`config.mk`:
```
export PLATFORM = sky130hd
export DESIGN_NAME = dlfloat_dot_acc
export DESIGN_NICKNAME = d
export VERILOG_FILES = /design/src/rtl/dlfloat_dot_acc.sv
export SDC_FILE = /design/constraint.sdc
export NUM_CORES = 1
export LEC_CHECK = 0
export CAP_MARGIN = 40
export CORE_ASPECT_RATIO = 0.9
export CORE_UTILIZATION = 45
export CTS_BUF_LIST = sky130_fd_sc_hd__clkbuf_8
export DETAILED_ROUTE_END_ITERATION = 16
export PLACE_DENSITY = 0.68
export SYNTH_ARGS = -nofsm -noshare
export SYNTH_HDL_FRONTEND = slang
export SYNTH_SLANG_ARGS = --single-unit
```
`constraint.sdc`:
```
create_clock -name clk -period 10.1 [get_ports clk]
set_input_delay 1.515 -clock clk [delete_from_list [all_inputs] [get_ports clk]]
set_output_delay 1.515 -clock clk [all_outputs]
set_load 0.01 [all_outputs]
```
`src/rtl/dlfloat_dot_acc.sv`:
```
// dlfloat_dot_acc: DLFloat16 dot-product accumulator, VEC_LEN products per result.
//
// Ports:
//   clk        rising-edge clock
//   rst        synchronous active-high reset
//   in_valid   operand pair present
//   in_ready   pair can be accepted this cycle (IDLE or ACCUM, not in reset)
//   in_a       DLFloat16 operand A
//   in_b       DLFloat16 operand B
//   out_valid  dot-product result present
//   out_ready  consumer takes the result
//   out_data   DLFloat16 dot-product result
//   busy       any state other than IDLE
//
// Format: sign [15], exponent [14:9] biased by 31, mantissa [8:0] with hidden 1.
// 0x0000 is zero; 0xFFFF is a sticky special value.
//
// Optional macro DLMAC_SAT_EN: when defined, exponents above 62 saturate to
// 0xFFFF and exponents below 1 flush to 0x0000; otherwise they wrap modulo 64.
module dlfloat_dot_acc #(
    parameter int VEC_LEN = 4
) (
    input  logic        clk,
    input  logic        rst,
    input  logic        in_valid,
    output logic        in_ready,
    input  logic [15:0] in_a,
    input  logic [15:0] in_b,
    output logic        out_valid,
    input  logic        out_ready,
    output logic [15:0] out_data,
    output logic        busy
);
    localparam int CNT_W = $clog2(VEC_LEN + 1);

    typedef enum logic [1:0] {IDLE, ACCUM, DRAIN, HOLD} state_t;

    // Final exponent range handling; e is a signed 8-bit exponent.
    function automatic logic [15:0] pack(input logic s, input logic [7:0] e, input logic [8:0] m);
`ifdef DLMAC_SAT_EN
        if ($signed(e) > 8'sd62) return 16'hFFFF;
        if ($signed(e) < 8'sd1) return 16'h0000;
`endif
        return {s, 6'(e), m};
    endfunction

    // Left-shift needed to bring the leading one of v to bit 9.
    function automatic logic [3:0] lzc(input logic [9:0] v);
        logic [3:0] n;
        n = 4'd0;
        for (int i = 0; i < 10; i++)
            if (v[i]) n = 4'(9 - i);
        return n;
    endfunction

    function automatic logic [15:0] fmul(input logic [15:0] a, input logic [15:0] b);
        logic [19:0] p;
        logic [7:0]  e;
        if (a == 16'hFFFF || b == 16'hFFFF) return 16'hFFFF;
        if (a == 16'h0000 || b == 16'h0000) return 16'h0000;
        p = 20'({1'b1, a[8:0]}) * 20'({1'b1, b[8:0]});
        e = {2'b0, a[14:9]} + {2'b0, b[14:9]} + {7'b0, p[19]} - 8'd31;
        return pack(a[15] ^ b[15], e, p[19] ? 9'(p >> 10) : 9'(p >> 9));
    endfunction

    function automatic logic [15:0] fadd(input logic [15:0] x, input logic [15:0] y);
        logic [15:0] l, s;
        logic [9:0]  ml, ms, diff;
        logic [10:0] sum;
        logic [3:0]  sh;
        if (x == 16'hFFFF || y == 16'hFFFF) return 16'hFFFF;
        if (x == 16'h0000) return y;
        if (y == 16'h0000) return x;
        // l holds the larger magnitude, so ml - ms never underflows.
        {l, s} = (x[14:0] >= y[14:0]) ? {x, y} : {y, x};
        ml   = {1'b1, l[8:0]};
        ms   = {1'b1, s[8:0]} >> (l[14:9] - s[14:9]);
        sum  = {1'b0, ml} + {1'b0, ms};
        diff = ml - ms;
        sh   = lzc(diff);
        if (l[15] == s[15])
            return sum[10] ? pack(l[15], {2'b0, l[14:9]} + 8'd1, 9'(sum >> 1))
                           : pack(l[15], {2'b0, l[14:9]}, 9'(sum));
        if (diff == 10'd0) return 16'h0000;
        return pack(l[15], {2'b0, l[14:9]} - {4'b0, sh}, 9'(diff << sh));
    endfunction

    state_t           state_q;
    logic [CNT_W-1:0] cnt_q;
    logic [15:0]      prod_q, acc_q, out_data_q, prod_d, acc_d;
    logic             pv_q, out_valid_q, accept, last;

    assign in_ready  = !rst && (state_q == IDLE || state_q == ACCUM);
    assign accept    = in_valid && in_ready;
    assign last      = cnt_q == CNT_W'(VEC_LEN - 1);
    assign prod_d    = fmul(in_a, in_b);
    assign acc_d     = fadd(acc_q, prod_q);
    assign out_valid = out_valid_q;
    assign out_data  = out_data_q;
    assign busy      = state_q != IDLE;

    // pv_q marks a product waiting in stage 1; DRAIN ends once it has been folded in.
    always_ff @(posedge clk) begin
        if (rst) begin
            state_q     <= IDLE;
            cnt_q       <= '0;
            prod_q      <= 16'h0000;
            pv_q        <= 1'b0;
            acc_q       <= 16'h0000;
            out_data_q  <= 16'h0000;
            out_valid_q <= 1'b0;
        end else begin
            pv_q <= accept;
            if (accept) begin
                prod_q <= prod_d;
                cnt_q  <= cnt_q + CNT_W'(1);
            end
            if (pv_q) acc_q <= acc_d;
            case (state_q)
                IDLE, ACCUM: if (accept) state_q <= last ? DRAIN : ACCUM;
                DRAIN: if (!pv_q) begin
                    state_q     <= HOLD;
                    out_valid_q <= 1'b1;
                    out_data_q  <= acc_q;
                end
                HOLD: if (out_ready) begin
                    state_q     <= IDLE;
                    out_valid_q <= 1'b0;
                    acc_q       <= 16'h0000;
                    cnt_q       <= '0;
                end
                default: state_q <= IDLE;
            endcase
        end
    end
endmodule

```
; ---- Word-level counts from Yosys, hierarchy flattened
; Cells that the tools add are included.
; W data, S select, Z words.
[word_totals]
ff_bits = 55
input_bits = 36
word_cells = 116
[op_classes]
add_sub_neg = 9
mul = 1
magnitude_cmp = 1
n_eq_ne = 12
shifts = 2
muxes = 63
bitwise_logic = 2
reduce_logical = 19
[op_table]
columns = cell, n
row1 = $mux W16, 18
row2 = $eq A16 B16 Y1 const B, 4
row3 = $logic_not A16 Y1, 4
row4 = $mux W4, 13
row5 = $mux W32, 1
row6 = $mul A10 B10 Y20, 1
row7 = $mux W1, 20
row8 = $ge A15 B15 Y1, 1
row9 = $mux W15, 1
row10 = $add A10 B10 Y11, 1
row11 = $logic_not A10 Y1, 1
row12 = $shl A10 B4 Y9, 1
row13 = $shr A10 B6 Y10, 1
row14 = $sub A10 B10 Y10, 1
row15 = $mux W3, 3
row16 = $mux W9, 1
row17 = $mux W2, 4
row18 = $add A6 B1 Y6, 1
row19 = $add A6 B1 Y6 const B, 1
row20 = $add A6 B6 Y6, 1
row21 = $ne A2 B2 Y1 const B, 3
row22 = $pmux W2 S3, 1
row23 = $reduce_and A3 Y1, 2
row24 = $sub A6 B4 Y6, 1
row25 = other kinds (17), 23

; ---- Longest topological paths before layout
[depth]
word_depth = 27
ltp_mapped = 40

; ---- Worst setup path after synthesis
; Ideal clock, no wire load.
[synth_path]
kind = input port to flip-flop
start = input port in_b[3]
end = register prod_q[13]
arrival_ns = 8.007
slack_ns = 2.015
path_stages = 30
cell_sequence = clkbuf_1 nand2_1 fa_1 fa_1 inv_1 ha_1 inv_1 fa_1 inv_1 fa_1 ha_1 o21ai_0 nand2b_1 a31oi_1 nand2b_1 a211oi_1 o31a_1 a21oi_1 o21bai_1 xor2_1 inv_2 ha_1 inv_1 ha_1 fa_1 a21o_1 a21oi_1 xnor2_1 a21oi_1 nor3_1
[synth_between]
elab_chain_cells = 6
word_cells_on_any_way = 13
classes_between = 2 x add/sub / 1 x mul / 1 x eq/ne / 6 x mux / 3 x reduce/logical
[synth_rtl]
columns = item, line
row1 = start: declaration, 28  ; input logic [15:0] in_b,
row2 = branches (longest 5 deep; another with $mul A10 B10 Y20), -
row3 = $mux W16 *, 60  ; if (a == 16'h0000 || b == 16'h0000) return 16'h0000;
row4 = end signal: assignment, 115  ; prod_q <= prod_d;
row5 = end: declaration, 90  ; logic [15:0] prod_q, acc_q, out_data_q, prod_d, acc_d;
; Mark *: on every way between the ends. The select of a mux whose other input is x is not followed.
; A chain may end at the register's enable or synchronous reset.

; ---- Worst setup path after layout
; Same ends and word-level chain as after synthesis.

==> impl_results.md <==
* Final setup fails at 0
* Final max-slew violation count at 0
* Crit-path most repeated cell: fa_1
* Port Buffers at 54
* Hold Path Class: register to register
* P_sw at ~1.7 mW
* Worst EP arrival at ~9300 ps
* R2r setup slk at about 1400 ps
* Sw Ratio at 55.02%
* Post-route setup TNS at 0 ps
* Post-CTS Resized at 0
* Simple-gate area share of the yosys netlist at a little under a quarter
* Origin of the worst setup path: in_b[3]
* Post-synth EDFFs at 0
* Drt total wl at roughly 23 mm
* Startpoint types: primary input
* Die width at approximately 150 um
* CP endpoint: prod_q[13]
* Ant. Diodes at 0
* Clock power share at ~5.2%
* Layout Nets at roughly 1400
* H-tree depth at 2
* TritonCTS clock tree: built
* Chip height at around 130 um
* Async SR Flop Fraction at 0%
* RSZ-0062 raised after global routing: false
* DR vias at a little over 8000
* Rows at 48
* Status: completed
* Top sig layer: met4
* Sequential-to-total area share from yosys stat at around an eighth
* Ratio of cells with drive above 1 in the final layout at approximately 5.2%
* Post-synthesis cell area at 8795 sq um
* Gpl congestion at 0.8989
* Post-CTS Setup Bufs at 0
* Hold buffers post-CTS at 0
* Gr ovfl total at 0
* Fin util at between 50% and 60%
* Synth Area in Compound Gates at 20.06%
* Final hold violations at 0
* Slew headroom at between 50% and 60%
* Largest stage delay on the critical path at between 800 and 900 ps
* Layout Cells excl Fill at roughly 1400
* Synth cell types at 83
* Core Area at ~19000 sq um
* R2r worst-path depth at 35
* Power consumption at approximately 3 mW
* Largest family of logic cells by synthesized area: adder cells
* DR WL/cell at approximately 17 um
* Post-route ant nets at 0
* Fin crit period at 9105 ps
* Top Ports at 55
* Combinational share of power at 83.9%
* R2R Path Start: prod_q[9]
* Number of synthesized register bits at 55
* CTS sink count at between 50 and 60
* Final period util at between 90 and 100%
* Avg Vias per Cell at 5.855
* RR Endpoint: acc_q[14]
* Max_cap viols at 0
* DRT iter0 DRCs at around 840
* Worst skew pair latency at 310 ps
* XOR/XNOR Fraction of Synth Area at under 10%
* All-layer global routing usage at between 20% and 30%
* Pin count of the biggest net entering global routing at 36
* Synthesis warning total at 0
* Synth Instances at between 1000 and 1500
* Layout area overhead at 9.745%
* Avg Cell Area, Syn at around 7.8 sq um
* Int Power at about 1.4 mW
* Global-route wire length before repair at ~39 mm
* Root Buffer: clkbuf_8
* Setup CP Type: primary input to register
* Sequential Power Share at roughly 11%
* Final worst clock skew at about 13 ps
* Crit path capture type: register
* Slowest CP cell: clkdlybuf4s50_1
* CTS clk-pin slew, worst paths at 120 ps
* DR WL met3 at 1.862 mm
* Longest Clk Path Bufs at 2
* Post-synthesis mux area share at 3.799%
* Syn Nets at between 1000 and 1500
* Drt first pass iters at 6
* Met2 WL at between 10 and 15 mm
* Cell Pwr Density at slightly above 300 nW/um^2
* Vias in the first global route at roughly 7700
* HPWL after DPL at approximately 19 mm
* Post-route DRC at 0
* Antenna violations before repair at 0
* DIE AREA at just over 20000 sq um
* Initial Util at between 40 and 50%
* Max frequency at roughly 0.11 GHz
* Inserted Clock Buffers at 5
* WP data required at approximately 10000 ps
* Worst-margin pin slew at 685.0 ps
* Synth Flop Type: dfxtp_1
* Post-Synth Adder-Cell Area at around 29%
* Leak at 4.159 nW
* Met1 wire length at about 11 mm
* VDD IR max at ~190 uV
* CP max FO at 12
* Placed cells at 1389
* Fillers at ~1800
==> power by group through the flow <==
stage,logic [mW],registers (mW),clock network (mW)
2_1_floorplan,1.96,0.289,0
3_3_place_gp,2.45,0.329,0
3_5_place_dp,2.46,0.329,0
4_1_cts,2.48,0.324,0.159
6_report,2.52,0.327,0.158
5_1_grt,2.82,0.332,0.168
==> layout make-up <==
class / instances / area [sq um] / area share [%]
well taps: 250 / 312.8 / 3.241
multi-input cells: 910 / 7074 / 73.30
clock inverters: 3 / 55.05 / 0.5704
flip-flops and latches: 55 / 1101 / 11.41
inverters: 107 / 401.6 / 4.161
clock buffers: 5 / 68.82 / 0.7130
repair buffers: 67 / 638.1 / 6.611
==> metal layers <==
| layer | track usage (%) | vias to the layer above |
|---|---|---|
| met4 | 1.984 | 0 |
| met2 | 36.27 | 303 |
| met1 | 36.77 | 3875 |
| li1 | - | 3987 |
| met5 | 0 | - |
| met3 | 3.784 | 15 |
==> sequential cells by signal, summed over array words and instances (netlist names) <==
| register | cells |
|---|---|
| out_data | 16 |
| prod_q | 16 |
| pv_q | 1 |
| out_valid | 1 |
| acc_q | 16 |
| cnt_q | 3 |
| state_q | 2 |
==> critical path, delay by kind of cell <==
family,cells,cell delay (ps)
buf+inv,6,1210
fa+ha+maj,9,3510
simple gates,4,640
compound gates,9,1760
xor+xnor,2,660
==> worst min-delay path by stage <==
| stage | from | to | slack, ps | cells past startpoint |
|---|---|---|---|---|
| 2_1_floorplan | cnt_q[1] | cnt_q[1] | 440 | 2 |
| 3_3_place_gp | out_data[15] | out_data[15] | 450 | 2 |
| 3_5_place_dp | out_data[1] | out_data[1] | 450 | 2 |
| 4_1_cts | out_data[1] | out_data[1] | 460 | 2 |
| 5_1_grt | out_data[1] | out_data[1] | 490 | 2 |
| 6_report | out_data[1] | out_data[1] | 460 | 2 |
==> Yosys cell counts, types with 12 or more instances <==
| cell type | count | share of area, % |
|---|---|---|
| nand2_1 | 119 | 5.1 |
| a21oi_1 | 92 | 5.2 |
| nor2_1 | 76 | 3.2 |
| a211oi_1 | 13 | 1.1 |
| o221ai_1 | 12 | 1.2 |
| and2_1 | 54 | 3.8 |
| nand4_1 | 23 | 1.6 |
| ha_1 | 103 | 15 |
| mux2i_1 | 23 | 2.6 |
| nor2b_1 | 14 | 1.0 |
| dfxtp_1 | 55 | 13 |
| inv_1 | 103 | 4.4 |
| nand3_1 | 15 | 0.85 |
| fa_1 | 65 | 15 |
| nand2b_1 | 13 | 0.92 |
| nor4_1 | 22 | 1.6 |
| clkbuf_1 | 47 | 2.0 |
| xnor2_1 | 27 | 2.7 |
| o21ai_0 | 53 | 3.0 |
| nor3_1 | 26 | 1.5 |
==> cell families (layout without fill, tap and decap cells) <==
logic type      Yosys count  in the layout
xor+xnor                 38             38
fa+ha+maj               168            168
compound gates          270            270
simple gates            404            404
flops                    55             55
mux                      30             30
buf+inv                 160            182
==> cells in the final DEF, fill, tap and decap left out, types with 5 or more instances in the layout <==
cell type / Yosys / layout
ha_1: 103 / 103
fa_1: 65 / 65
mux2i_1: 23 / 23
o221ai_1: 12 / 12
nor2_1: 76 / 76
buf_4: 0 / 13
o211ai_1: 10 / 10
o31ai_1: 5 / 5
a21o_1: 7 / 7
and2_1: 54 / 54
dfxtp_1: 55 / 55
o21ai_0: 53 / 53
a21boi_0: 5 / 5
nand2_1: 119 / 119
a211oi_1: 13 / 13
o21bai_1: 8 / 8
or3_1: 8 / 8
a31oi_1: 10 / 10
inv_1: 103 / 103
nand4_1: 23 / 23
clkbuf_8: 0 / 5
or2_2: 9 / 9
nand2b_1: 13 / 13
a21oi_1: 92 / 92
nor2b_1: 14 / 14
clkdlybuf4s50_1: 0 / 54
nand3_1: 15 / 15
a221oi_1: 7 / 7
xor2_1: 10 / 10
nor4_1: 22 / 22
xnor2_1: 27 / 27
o21a_1: 5 / 5
nor3_1: 26 / 26
==> metrics by stage <==
step / area [sq um] / hold slack, ps / worst slack [ps]
floorplan: 8795 / 439.4 / 2015
global placement: 9513 / 445.3 / 981.1
detailed placement: 9528 / 446.5 / 689.4
CTS: 9652 / 463.3 / 989.9
global route: 9652 / 485.8 / 437.7
finish: 9652 / 461.1 / 995.2
Power figures use the tool's default switching activity.
